===== src/rtl/mac_acc_pkg.sv =====
// rtl/mac_acc_pkg.sv - shared types and constants for the MAC accumulation sequencer
package mac_acc_pkg;

    typedef enum logic [1:0] {
        IDLE = 2'd0,
        RUN  = 2'd1,
        LAT  = 2'd2,
        OUT  = 2'd3
    } mac_state_e;

    localparam int LAT_W = 4;

endpackage


===== src/rtl/wrap_counter.sv =====
// rtl/wrap_counter.sv - up counter that wraps to zero after reaching a runtime limit
module wrap_counter #(
    parameter int W = 4
) (
    input  logic         clk,
    input  logic         rst_n,
    input  logic         en_i,
    input  logic         clr_i,
    input  logic [W-1:0] limit_i,
    output logic [W-1:0] cnt_o,
    output logic         at_limit_o
);

    logic [W-1:0] cnt_q, cnt_d;

    assign at_limit_o = (cnt_q == limit_i);
    assign cnt_o      = cnt_q;

    always_comb begin
        cnt_d = cnt_q;
        if (clr_i) begin
            cnt_d = '0;
        end else if (en_i) begin
            cnt_d = at_limit_o ? '0 : cnt_q + W'(1);
        end
    end

    always_ff @(posedge clk or negedge rst_n) begin
        if (!rst_n) begin
            cnt_q <= '0;
        end else begin
            cnt_q <= cnt_d;
        end
    end

endmodule


===== src/rtl/mac_acc_ctrl.sv =====
// rtl/mac_acc_ctrl.sv - handshaked window sequencer for the MAC/accumulator pair
module mac_acc_ctrl
    import mac_acc_pkg::*;
#(
    parameter int WIDTH_CNT = 5,
    parameter int WIDTH_JOB = 8,
    parameter int MAC_LAT   = 2
) (
    input  logic                 clk,
    input  logic                 rst_n,
    input  logic                 cfg_valid_i,
    output logic                 cfg_ready_o,
    input  logic [WIDTH_CNT-1:0] cfg_len_i,
    input  logic [WIDTH_JOB-1:0] cfg_num_i,
    input  logic                 abort_i,
    input  logic                 in_valid_i,
    output logic                 in_ready_o,
    output logic                 mac_en_o,
    output logic                 acc_clear_o,
    output logic                 acc_last_o,
    output logic                 out_valid_o,
    input  logic                 out_ready_i,
    output logic                 busy_o,
    output logic                 done_o
);

    mac_state_e           state_q, state_d;
    logic [WIDTH_CNT-1:0] len_q, len_d;
    logic [WIDTH_JOB-1:0] num_q, num_d;
    logic [LAT_W-1:0]     lat_q, lat_d;
    logic                 done_q, done_d;

    logic [WIDTH_CNT-1:0] beat_cnt;
    logic [WIDTH_JOB-1:0] win_cnt;
    logic                 beat_last, win_last;
    logic                 abort_hit, cfg_accept, out_hs;

    assign abort_hit  = abort_i && (state_q != IDLE);
    assign cfg_accept = cfg_ready_o && cfg_valid_i;
    assign out_hs     = out_valid_o && out_ready_i;

    assign mac_en_o    = in_valid_i && in_ready_o;
    assign acc_clear_o = mac_en_o && (beat_cnt == '0);
    assign acc_last_o  = mac_en_o && beat_last;
    assign done_o      = done_q;

    wrap_counter #(.W(WIDTH_CNT)) u_beat_cnt (
        .clk        (clk),
        .rst_n      (rst_n),
        .en_i       (mac_en_o),
        .clr_i      (cfg_accept || abort_hit),
        .limit_i    (len_q),
        .cnt_o      (beat_cnt),
        .at_limit_o (beat_last)
    );

    // The window count parks at num_q on the final handshake; the next job clears it.
    wrap_counter #(.W(WIDTH_JOB)) u_win_cnt (
        .clk        (clk),
        .rst_n      (rst_n),
        .en_i       (out_hs && (win_cnt != num_q)),
        .clr_i      (cfg_accept || abort_hit),
        .limit_i    (num_q),
        .cnt_o      (win_cnt),
        .at_limit_o (win_last)
    );

    always_comb begin
        state_d     = state_q;
        len_d       = len_q;
        num_d       = num_q;
        lat_d       = lat_q;
        done_d      = 1'b0;
        cfg_ready_o = (state_q == IDLE);
        busy_o      = (state_q != IDLE);
        in_ready_o  = (state_q == RUN) && !abort_i;
        out_valid_o = (state_q == OUT) && !abort_i;

        if (abort_hit) begin
            state_d = IDLE;
            lat_d   = '0;
        end else begin
            case (state_q)
                IDLE: begin
                    if (cfg_valid_i) begin
                        len_d   = cfg_len_i;
                        num_d   = cfg_num_i;
                        state_d = RUN;
                    end
                end
                RUN: begin
                    // lat_q counts down to 1 so the result is presented MAC_LAT cycles after the last beat.
                    if (mac_en_o && beat_last) begin
                        lat_d   = LAT_W'(MAC_LAT - 1);
                        state_d = (MAC_LAT == 1) ? OUT : LAT;
                    end
                end
                LAT: begin
                    lat_d = lat_q - LAT_W'(1);
                    if (lat_q == LAT_W'(1)) begin
                        state_d = OUT;
                    end
                end
                OUT: begin
                    if (out_ready_i) begin
                        if (win_last) begin
                            state_d = IDLE;
                            done_d  = 1'b1;
                        end else begin
                            state_d = RUN;
                        end
                    end
                end
                default: state_d = IDLE;
            endcase
        end
    end

    always_ff @(posedge clk or negedge rst_n) begin
        if (!rst_n) begin
            state_q <= IDLE;
            len_q   <= '0;
            num_q   <= '0;
            lat_q   <= '0;
            done_q  <= 1'b0;
        end else begin
            state_q <= state_d;
            len_q   <= len_d;
            num_q   <= num_d;
            lat_q   <= lat_d;
            done_q  <= done_d;
        end
    end

endmodule


===== config.mk =====
export PLATFORM = sky130hd
export DESIGN_NAME = mac_acc_ctrl
export DESIGN_NICKNAME = d
export VERILOG_FILES = /design/src/rtl/mac_acc_pkg.sv /design/src/rtl/wrap_counter.sv /design/src/rtl/mac_acc_ctrl.sv
export SDC_FILE = /design/constraint.sdc
export NUM_CORES = 1
export LEC_CHECK = 0
export BUFFER_PORTS_ARGS = -buffer_cell sky130_fd_sc_hd__buf_2
export CAP_MARGIN = 10
export CORE_ASPECT_RATIO = 1.1
export CORE_MARGIN = 5
export CORE_UTILIZATION = 61
export DETAILED_ROUTE_END_ITERATION = 8
export GPL_ROUTABILITY_DRIVEN = 0
export PLACE_DENSITY = 0.88
export SYNTH_ARGS = -nofsm -noshare
export SYNTH_HDL_FRONTEND = slang
export SYNTH_SLANG_ARGS = --single-unit

===== constraint.sdc =====
create_clock -name clk -period 3.5 [get_ports clk]
set_input_delay 0.525 -clock clk [delete_from_list [all_inputs] [get_ports clk]]
set_output_delay 0.525 -clock clk [all_outputs]
set_load 0.03 [all_outputs]

==> results of run 1 <==
-- stage by stage --
step | instances | setup slack, ns
floorplan | 184 | 0.5655
global placement | 242 | 1.364
detailed placement | 242 | 1.258
CTS | 249 | 0.9136
global route | 249 | 0.7540
finish | 249 | 0.9061
-- how the worst min path moves through the flow --
stage                     slack [ns]     start       end
after global routing            0.28     rst_n  lat_q[1]
after floorplan                 0.23     rst_n    done_o
after CTS                       0.25     rst_n  lat_q[1]
final                           0.23     rst_n  lat_q[1]
after detailed placement        0.52  num_q[5]  num_q[5]
after global placement          0.51  num_q[1]  num_q[1]
-- sequential cells by signal, summed over array words and instances, names as in the netlist --
| name | cells |
|---|---|
| lat_q | 4 |
| u_beat_cnt.cnt_o | 5 |
| done_o | 1 |
| state_q | 2 |
| len_q | 5 |
| num_q | 8 |
| u_win_cnt.cnt_o | 8 |
-- synth_stat cells --
| cell type | count |
|---|---|
| a2111oi_4 | 1 |
| a211oi_1 | 3 |
| a211oi_2 | 1 |
| a21oi_1 | 12 |
| a21oi_2 | 1 |
| a22o_2 | 1 |
| a31o_2 | 3 |
| a31oi_1 | 2 |
| a32o_1 | 1 |
| a41o_1 | 1 |
| and2_1 | 1 |
| and2b_1 | 1 |
| and3_1 | 1 |
| and3_4 | 1 |
| and4b_1 | 1 |
| buf_1 | 1 |
| clkbuf_1 | 1 |
| dfrtp_1 | 33 |
| ha_1 | 10 |
| inv_1 | 11 |
| mux2_2 | 13 |
| mux2_4 | 2 |
| mux2i_1 | 3 |
| nand2_1 | 17 |
| nand2b_1 | 3 |
| nand3_1 | 8 |
| nand3b_1 | 1 |
| nand4_1 | 2 |
| nor2_1 | 15 |
| nor2b_1 | 2 |
| nor3_1 | 2 |
| nor3_2 | 1 |
| nor3b_1 | 1 |
| nor4_1 | 1 |
| nor4_4 | 2 |
| o211ai_1 | 1 |
| o21ai_0 | 2 |
| o22ai_1 | 2 |
| or2_4 | 1 |
| or3_1 | 1 |
| xnor2_1 | 4 |
| xor2_1 | 13 |
-- layer usage --
| layer | routed length [um] | global-route usage [%] | up-vias |
|---|---|---|---|
| met4 | 54 | 7.273 | 0 |
| li1 | - | - | 705 |
| met3 | 246 | 6.321 | 7 |
| met1 | 1651 | 22.48 | 705 |
| met5 | 0 | 0 | - |
| met2 | 1800 | 29.82 | 38 |
-- cells by family after synthesis --
family,after synthesis,synth area share [%]
buffers and inverters,13,2.529
XOR/XNOR,17,7.717
adder cells (fa/ha/maj),10,6.485
AO/OA/AOI/OAI,31,11.93
AND/OR/NAND/NOR,62,17.84
flip-flops,33,42.80
multiplexers,18,10.70
-- area by class of cell --
type	count	area share [%]
inverters	11	1.921
well taps	34	1.979
clock buffers	7	2.561
multi-input cells	138	49.07
flip-flops and latches	33	38.42
repair buffers	26	6.054
-- where the power goes --
group | switching [mW] | internal (mW) | total [mW]
Combinational | 0.426 | 0.318 | 0.744
Sequential | 0.111 | 0.505 | 0.617
Clock | 0.124 | 0.0947 | 0.219
-- worst max-delay path: stages (launching register included) --
cell	delay, ns
dfrtp_1	0.45
inv_1	0.14
ha_1	0.18
nor2b_1	0.20
nand2_1	0.18
inv_1	0.18
and3_4	0.21
buf_2	0.20
==> results.sh, run 1 <==
export IMPL_status="finished, final reports clean"
export IMPL_syn_avg_cell_area_um2=10.49
export IMPL_post_route_util_pct=70.53
export IMPL_cts_buffer_depth=2
export IMPL_hold_path_class="input pin to async pin"
export IMPL_cts_root_buffer="clkbuf_4"
export IMPL_arrival_ns=2.07
export IMPL_final_nets=244
export IMPL_synth_top_cell_area_share_pct=42.80
export IMPL_post_cts_setup_buffer_count=0
export IMPL_die_y_um=68.99
export IMPL_postCtsHoldBufs=0
export IMPL_synth_area_um2=1929
export IMPL_synth_top_cell_by_area="dfrtp_1"
export IMPL_rsz0062_at_grt="no"
export IMPL_startpoint="state_q[1]"
export IMPL_fp_coreArea_um2=3048
export IMPL_hold_violations=0
export IMPL_dpl_cell_area_um2=2095
export IMPL_seq_area_frac_synth_pct=42.80
export IMPL_syn_nets=213
export IMPL_yosys_top_cells_area="dfrtp_1 (43%), mux2_2 (7.6%), ha_1 (6.5%), xor2_1 (5.9%), nand2_1 (3.3%)"
export IMPL_io_buffer_count=26
export IMPL_start_kind="flip-flop"
export IMPL_hpwl_mm=2.789
export IMPL_final_period_utilization_pct=74.11
export IMPL_final_common_cell="dfrtp_1"
export IMPL_dr_pass1_iters=4
export IMPL_yosys_register_bits=33
export IMPL_top_level_ports=27
export IMPL_power_mw=1.579
export IMPL_grt_pass1_wl_mm=6.251
export IMPL_drive_above_1_share_pct=27.44
export IMPL_crit_path_end_kind="output port"
export IMPL_antenna_found_initial=0
export IMPL_vias=1455
export IMPL_routed_wl_mm=3.752
export IMPL_grt_max_degree=34
export IMPL_slew_headroom_pct=52.18
export IMPL_holdWs_ns=0.2267
export IMPL_worst_slew_pin_slew_ns=0.7173
export IMPL_seq_area_um2=825.8
export IMPL_ant_nets=0
export IMPL_cts_sinks=33
export IMPL_path_clk_slew_ns=0.10
export IMPL_track_usage_pct=18.32
export IMPL_area_delta_synth_final_pct=11.41
export IMPL_cp_endpoint="acc_last_o"
export IMPL_r2r_start="state_q[0]"
export IMPL_yosysWarnings=0
export IMPL_htree_levels=2
export IMPL_drc_errors=0
export IMPL_globalRouteOverflowTotal=0
export IMPL_r2r_end="u_win_cnt.cnt_o[2]"
export IMPL_multiInputGateArea_um2=1055
export IMPL_cts_resized=0
export IMPL_power_per_cell_area_nw_per_um2=734.6
export IMPL_die_w_um=63.62
export IMPL_rows=21
export IMPL_viasPerCell=5.843
export IMPL_reg2regPathDepth=6
export IMPL_layout_common_cells="dfrtp_1 (33), buf_2 (26), nand2_1 (17)"
export IMPL_vdd_ir_drop_max_mv=0.5075
export IMPL_period_minus_slack_ns=2.594
export IMPL_n_fill_cell=243
export IMPL_clock_fmax_mhz=385.5
export IMPL_r2r_setup_slack_ns=1.23
export IMPL_finalSetupTns_ns=0
export IMPL_worstPathRequired_ns=2.97
export IMPL_start_util_pct=63.30
export IMPL_clk_latency_ns=0.34
export IMPL_crit_type="flip-flop to output port"
export IMPL_setup_violations=0
export IMPL_wire_per_inst_um=15.07
export IMPL_cts_tree="done"
export IMPL_fin_skew_ns=0.008534
export IMPL_p_leak_nw=1.023
export IMPL_final_cell_area_um2=2150
export IMPL_grt_pass1_vias=1395
export IMPL_yosys_cell_types_count=42
export IMPL_cap_violations=0
export IMPL_numCtsBuffers=5
export IMPL_cp_max_fo=7
export IMPL_die_area_um2=4389
export IMPL_synth_cells=184
export IMPL_slew_violations=0
export IMPL_n_antenna_cell=0
export IMPL_drtIter0Drc=89
Power figures use the tool's default switching activity.
==> run 2: changes to the inputs <==
--- a/config.mk
+++ b/config.mk
@@ -9,10 +9,10 @@
 export CAP_MARGIN = 10
 export CORE_ASPECT_RATIO = 1.1
 export CORE_MARGIN = 5
-export CORE_UTILIZATION = 61
+export CORE_UTILIZATION = 57
 export DETAILED_ROUTE_END_ITERATION = 8
 export GPL_ROUTABILITY_DRIVEN = 0
-export PLACE_DENSITY = 0.88
+export PLACE_DENSITY = 0.83
 export SYNTH_ARGS = -nofsm -noshare
 export SYNTH_HDL_FRONTEND = slang
 export SYNTH_SLANG_ARGS = --single-unit
==> constraint.sdc (replaced) <==
create_clock -name clk -period 2.44 [get_ports clk]
set_input_delay 0.366 -clock clk [delete_from_list [all_inputs] [get_ports clk]]
set_output_delay 0.366 -clock clk [all_outputs]
set_load 0.03 [all_outputs]
==> results.sh, run 2 (same netlist as run 1, synthesis figures left out) <==
export IMPL_ant_nets=0
export IMPL_power_mw=2.274
export IMPL_post_route_util_pct=65.72
export IMPL_power_per_cell_area_nw_per_um2=1048
export IMPL_path_delay_family="simple AND/OR/NAND/NOR gates"
export IMPL_final_period_utilization_pct=93.40
export IMPL_final_common_cell="dfrtp_1"
export IMPL_cts_sinks=33
export IMPL_grt_max_degree=34
export IMPL_cap_violations=0
export IMPL_arrival_ns=1.91
export IMPL_setup_violations=0
export IMPL_hold_path_class="input pin to async pin"
export IMPL_path_clk_slew_ns=0.10
export IMPL_io_buffer_count=26
export IMPL_holdWs_ns=0.06081
export IMPL_die_y_um=71.02
export IMPL_clock_fmax_mhz=438.8
export IMPL_finalSetupTns_ns=0
export IMPL_numCtsBuffers=5
export IMPL_drive_above_1_share_pct=29.63
export IMPL_vdd_ir_drop_max_mv=0.5654
export IMPL_viasPerCell=5.821
export IMPL_drtIter0Drc=96
export IMPL_cpPeakStageDelay_ns=0.44
export IMPL_crit_type="flip-flop to output port"
export IMPL_dr_pass1_iters=4
export IMPL_start_kind="flip-flop"
export IMPL_routed_wl_mm=3.789
export IMPL_area_delta_synth_final_pct=12.52
export IMPL_layout_common_cells="dfrtp_1 (33), buf_2 (26), nand2_1 (16)"
export IMPL_p_leak_nw=1.027
export IMPL_slew_violations=0
export IMPL_n_fill_cell=276
export IMPL_r2r_end="lat_q[1]"
export IMPL_r2r_setup_slack_ns=0.47
export IMPL_crit_path_cell_trace="inv_1 -> ha_1 -> nor2b_2 -> nand2_2 -> inv_2 -> and3_4 -> buf_2"
export IMPL_hpwl_mm=2.885
export IMPL_clk_latency_ns=0.34
export IMPL_reg2regPathDepth=8
export IMPL_final_nets=245
export IMPL_n_antenna_cell=0
export IMPL_status="finished, final reports clean"
export IMPL_cp_slowest_cell="dfrtp_1"
export IMPL_track_usage_pct=17.77
export IMPL_die_w_um=65.47
export IMPL_cts_root_buffer="clkbuf_4"
export IMPL_rows=22
export IMPL_die_area_um2=4650
export IMPL_fp_coreArea_um2=3303
export IMPL_cts_buffer_depth=2
export IMPL_worst_slew_pin_slew_ns=0.7083
export IMPL_start_util_pct=58.41
export IMPL_drc_errors=0
export IMPL_cts_resized=0
export IMPL_globalRouteOverflowTotal=0
export IMPL_top_level_ports=27
export IMPL_cts_tree="done"
export IMPL_worstPathRequired_ns=2.07
export IMPL_vias=1467
export IMPL_grt_pass1_vias=1453
export IMPL_antenna_found_initial=0
export IMPL_slew_headroom_pct=52.78
export IMPL_htree_levels=2
export IMPL_post_cts_setup_buffer_count=0
export IMPL_crit_path_end_kind="output port"
export IMPL_grt_pass1_wl_mm=6.423
export IMPL_period_minus_slack_ns=2.279
export IMPL_rsz0062_at_grt="no"
export IMPL_hold_violations=0
export IMPL_fin_skew_ns=0.01179
export IMPL_cp_max_fo=7
export IMPL_wire_per_inst_um=15.04
export IMPL_path_buf_inv=3
export IMPL_postCtsHoldBufs=0
export IMPL_r2r_start="state_q[1]"
run 2: per-stage QoR:
step                      worst slack [ns]  instances  cell area (um^2)
after floorplan                    0.02461        184              1938
after global placement              0.4720        245              2113
after detailed placement            0.3855        245              2113
after CTS                          0.06591        252              2168
after global routing             0.0002693        252              2171
final                               0.1610        252              2171
run 2: cell type report:
class | instances | area (um^2) | area share (%)
tap | 36 | 45.04 | 2.075
clock buffer | 7 | 55.05 | 2.536
sequential | 33 | 825.8 | 38.04
timing repair buffer | 27 | 137.6 | 6.340
inverter | 11 | 41.29 | 1.902
multi-input combinational | 138 | 1066 | 49.11
run 2: per-layer routing:
layer	GRT usage [%]	up-vias	wire length [um]
li1	-	712	-
met1	22.70	709	1660
met2	28.23	39	1861
met3	5.556	7	200
met4	6.452	0	66
met5	0	-	0
run 2: how the worst max path moves through the flow:
stage                     from          to  cells past startpoint
finish              state_q[1]  acc_last_o                      7
global route        state_q[1]  acc_last_o                      7
CTS                 state_q[1]  acc_last_o                      7
detailed placement  state_q[1]    lat_q[1]                      8
global placement    state_q[1]    lat_q[0]                      8
floorplan           state_q[1]    lat_q[0]                      8
run 2: where the power goes:
part	internal [mW]	switching, mW	total (mW)
registers	0.725	0.160	0.885
clock network	0.136	0.179	0.315
logic	0.466	0.609	1.07
total	1.33	0.948	2.27
==> run 3: changes to the inputs <==
--- a/config.mk
+++ b/config.mk
@@ -13,6 +13,7 @@
 export DETAILED_ROUTE_END_ITERATION = 8
 export GPL_ROUTABILITY_DRIVEN = 0
 export PLACE_DENSITY = 0.83
+export RECOVER_POWER = 50
 export SYNTH_ARGS = -nofsm -noshare
 export SYNTH_HDL_FRONTEND = slang
 export SYNTH_SLANG_ARGS = --single-unit
==> results.sh, run 3 (same netlist as run 1, synthesis figures left out) <==
export IMPL_status="finished, violations left"
export IMPL_violations="max-capacitance violations, max-slew violations"
export IMPL_ant_nets=0
export IMPL_die_y_um=71.02
export IMPL_start_util_pct=58.41
export IMPL_cts_root_buffer="clkbuf_4"
export IMPL_hpwl_mm=2.885
export IMPL_cts_tree="done"
export IMPL_grt_pass1_wl_mm=6.423
export IMPL_vdd_ir_drop_max_mv=0.5654
export IMPL_cpPeakStageDelay_ns=0.44
export IMPL_area_delta_synth_final_pct=12.19
export IMPL_drive_above_1_share_pct=28.24
export IMPL_io_buffer_count=26
export IMPL_start_kind="flip-flop"
export IMPL_crit_type="flip-flop to output port"
export IMPL_htree_levels=2
export IMPL_grt_max_degree=34
export IMPL_power_mw=2.269
export IMPL_cp_max_fo=7
export IMPL_drtIter0Drc=96
export IMPL_globalRouteOverflowTotal=0
export IMPL_fp_coreArea_um2=3303
export IMPL_hold_path_class="input pin to flip-flop"
export IMPL_cts_buffer_depth=2
export IMPL_drc_errors=0
export IMPL_antenna_found_initial=0
export IMPL_layout_common_cells="dfrtp_1 (33), buf_2 (24), nand2_1 (16)"
export IMPL_arrival_ns=1.91
export IMPL_final_period_utilization_pct=93.39
export IMPL_post_cts_setup_buffer_count=0
export IMPL_p_leak_nw=1.017
export IMPL_slew_headroom_pct=-13.36
export IMPL_die_area_um2=4650
export IMPL_period_minus_slack_ns=2.279
export IMPL_crit_path_end_kind="output port"
export IMPL_routed_wl_mm=3.788
export IMPL_clock_fmax_mhz=438.8
export IMPL_path_delay_family="simple AND/OR/NAND/NOR gates"
export IMPL_dr_pass1_iters=4
export IMPL_vias=1465
export IMPL_cap_violations=1
export IMPL_power_per_cell_area_nw_per_um2=1048
export IMPL_worst_slew_pin_slew_ns=1.700
export IMPL_holdWs_ns=0.2548
export IMPL_setup_violations=0
export IMPL_track_usage_pct=17.77
export IMPL_fin_skew_ns=0.01163
export IMPL_slew_violations=34
export IMPL_numCtsBuffers=5
export IMPL_path_clk_slew_ns=0.10
export IMPL_die_w_um=65.47
export IMPL_n_antenna_cell=0
export IMPL_clk_latency_ns=0.34
export IMPL_cp_slowest_cell="dfrtp_1"
export IMPL_rsz0062_at_grt="no"
export IMPL_path_buf_inv=3
export IMPL_grt_pass1_vias=1453
export IMPL_worstPathRequired_ns=2.07
export IMPL_wire_per_inst_um=15.03
export IMPL_cts_sinks=33
export IMPL_hold_violations=0
export IMPL_rows=22
export IMPL_post_route_util_pct=65.53
export IMPL_finalSetupTns_ns=0
export IMPL_crit_path_cell_trace="inv_1 -> ha_1 -> nor2b_2 -> nand2_2 -> inv_2 -> and3_4 -> buf_2"
export IMPL_final_common_cell="dfrtp_1"
export IMPL_final_nets=245
export IMPL_top_level_ports=27
export IMPL_viasPerCell=5.813
run 3: cell count changes in the layout (fill, tap and decap cells not counted):
cell and change:
buf_2 -2, buf_4 -1, clkbuf_1 +3
run 3: path summary, 6_finish.rpt:
path	from	endpoint	slack, ns	depth (start not counted)
max in group asynchronous	rst_n	num_q[4]	1.00	1
max reg2reg	state_q[0]	len_q[1]	0.36	5
min	cfg_num_i[2]	num_q[2]	0.25	2
min in group asynchronous	rst_n	lat_q[2]	0.45	1
max	state_q[1]	acc_last_o	0.16	7
min reg2reg	len_q[4]	len_q[4]	0.54	1
run 3: per-stage QoR:
stage / setup WS [ns] / instances / cell area, um^2
global route: 0.0002693 / 252 / 2165
global placement: 0.4720 / 245 / 2113
detailed placement: 0.3855 / 245 / 2113
floorplan: 0.02461 / 184 / 1938
finish: 0.1612 / 252 / 2165
CTS: 0.06591 / 252 / 2168
run 3: report_power, final:
part           internal (mW)  switching (mW)  total [mW]
Combinational          0.461           0.609        1.07
Sequential             0.725           0.160       0.885
Clock                  0.136           0.179       0.315
Total                   1.32           0.948        2.27
run 3: area by class of cell:
cell class / instances / area, um^2
fillers: 278 / 1139
repair buffers: 27 / 131.4
multi-input cells: 138 / 1066
flip-flops and latches: 33 / 825.8
well taps: 36 / 45.04
inverters: 11 / 41.29
clock buffers: 7 / 55.05
run 3: routing by layer:
| metal | global-route usage (%) | up-vias | wire [um] |
|---|---|---|---|
| li1 | - | 711 | - |
| met1 | 22.70 | 708 | 1660 |
| met2 | 28.23 | 39 | 1862 |
| met3 | 5.556 | 7 | 199 |
| met4 | 6.452 | 0 | 66 |
| met5 | 0 | - | 0 |
run 3: repair_timing:
item / CTS / global route
hold buffers: 0 / 0
setup endpoints to repair: 0 / 1
hold endpoints to repair: 0 / 0
resized for setup: 0 / 2
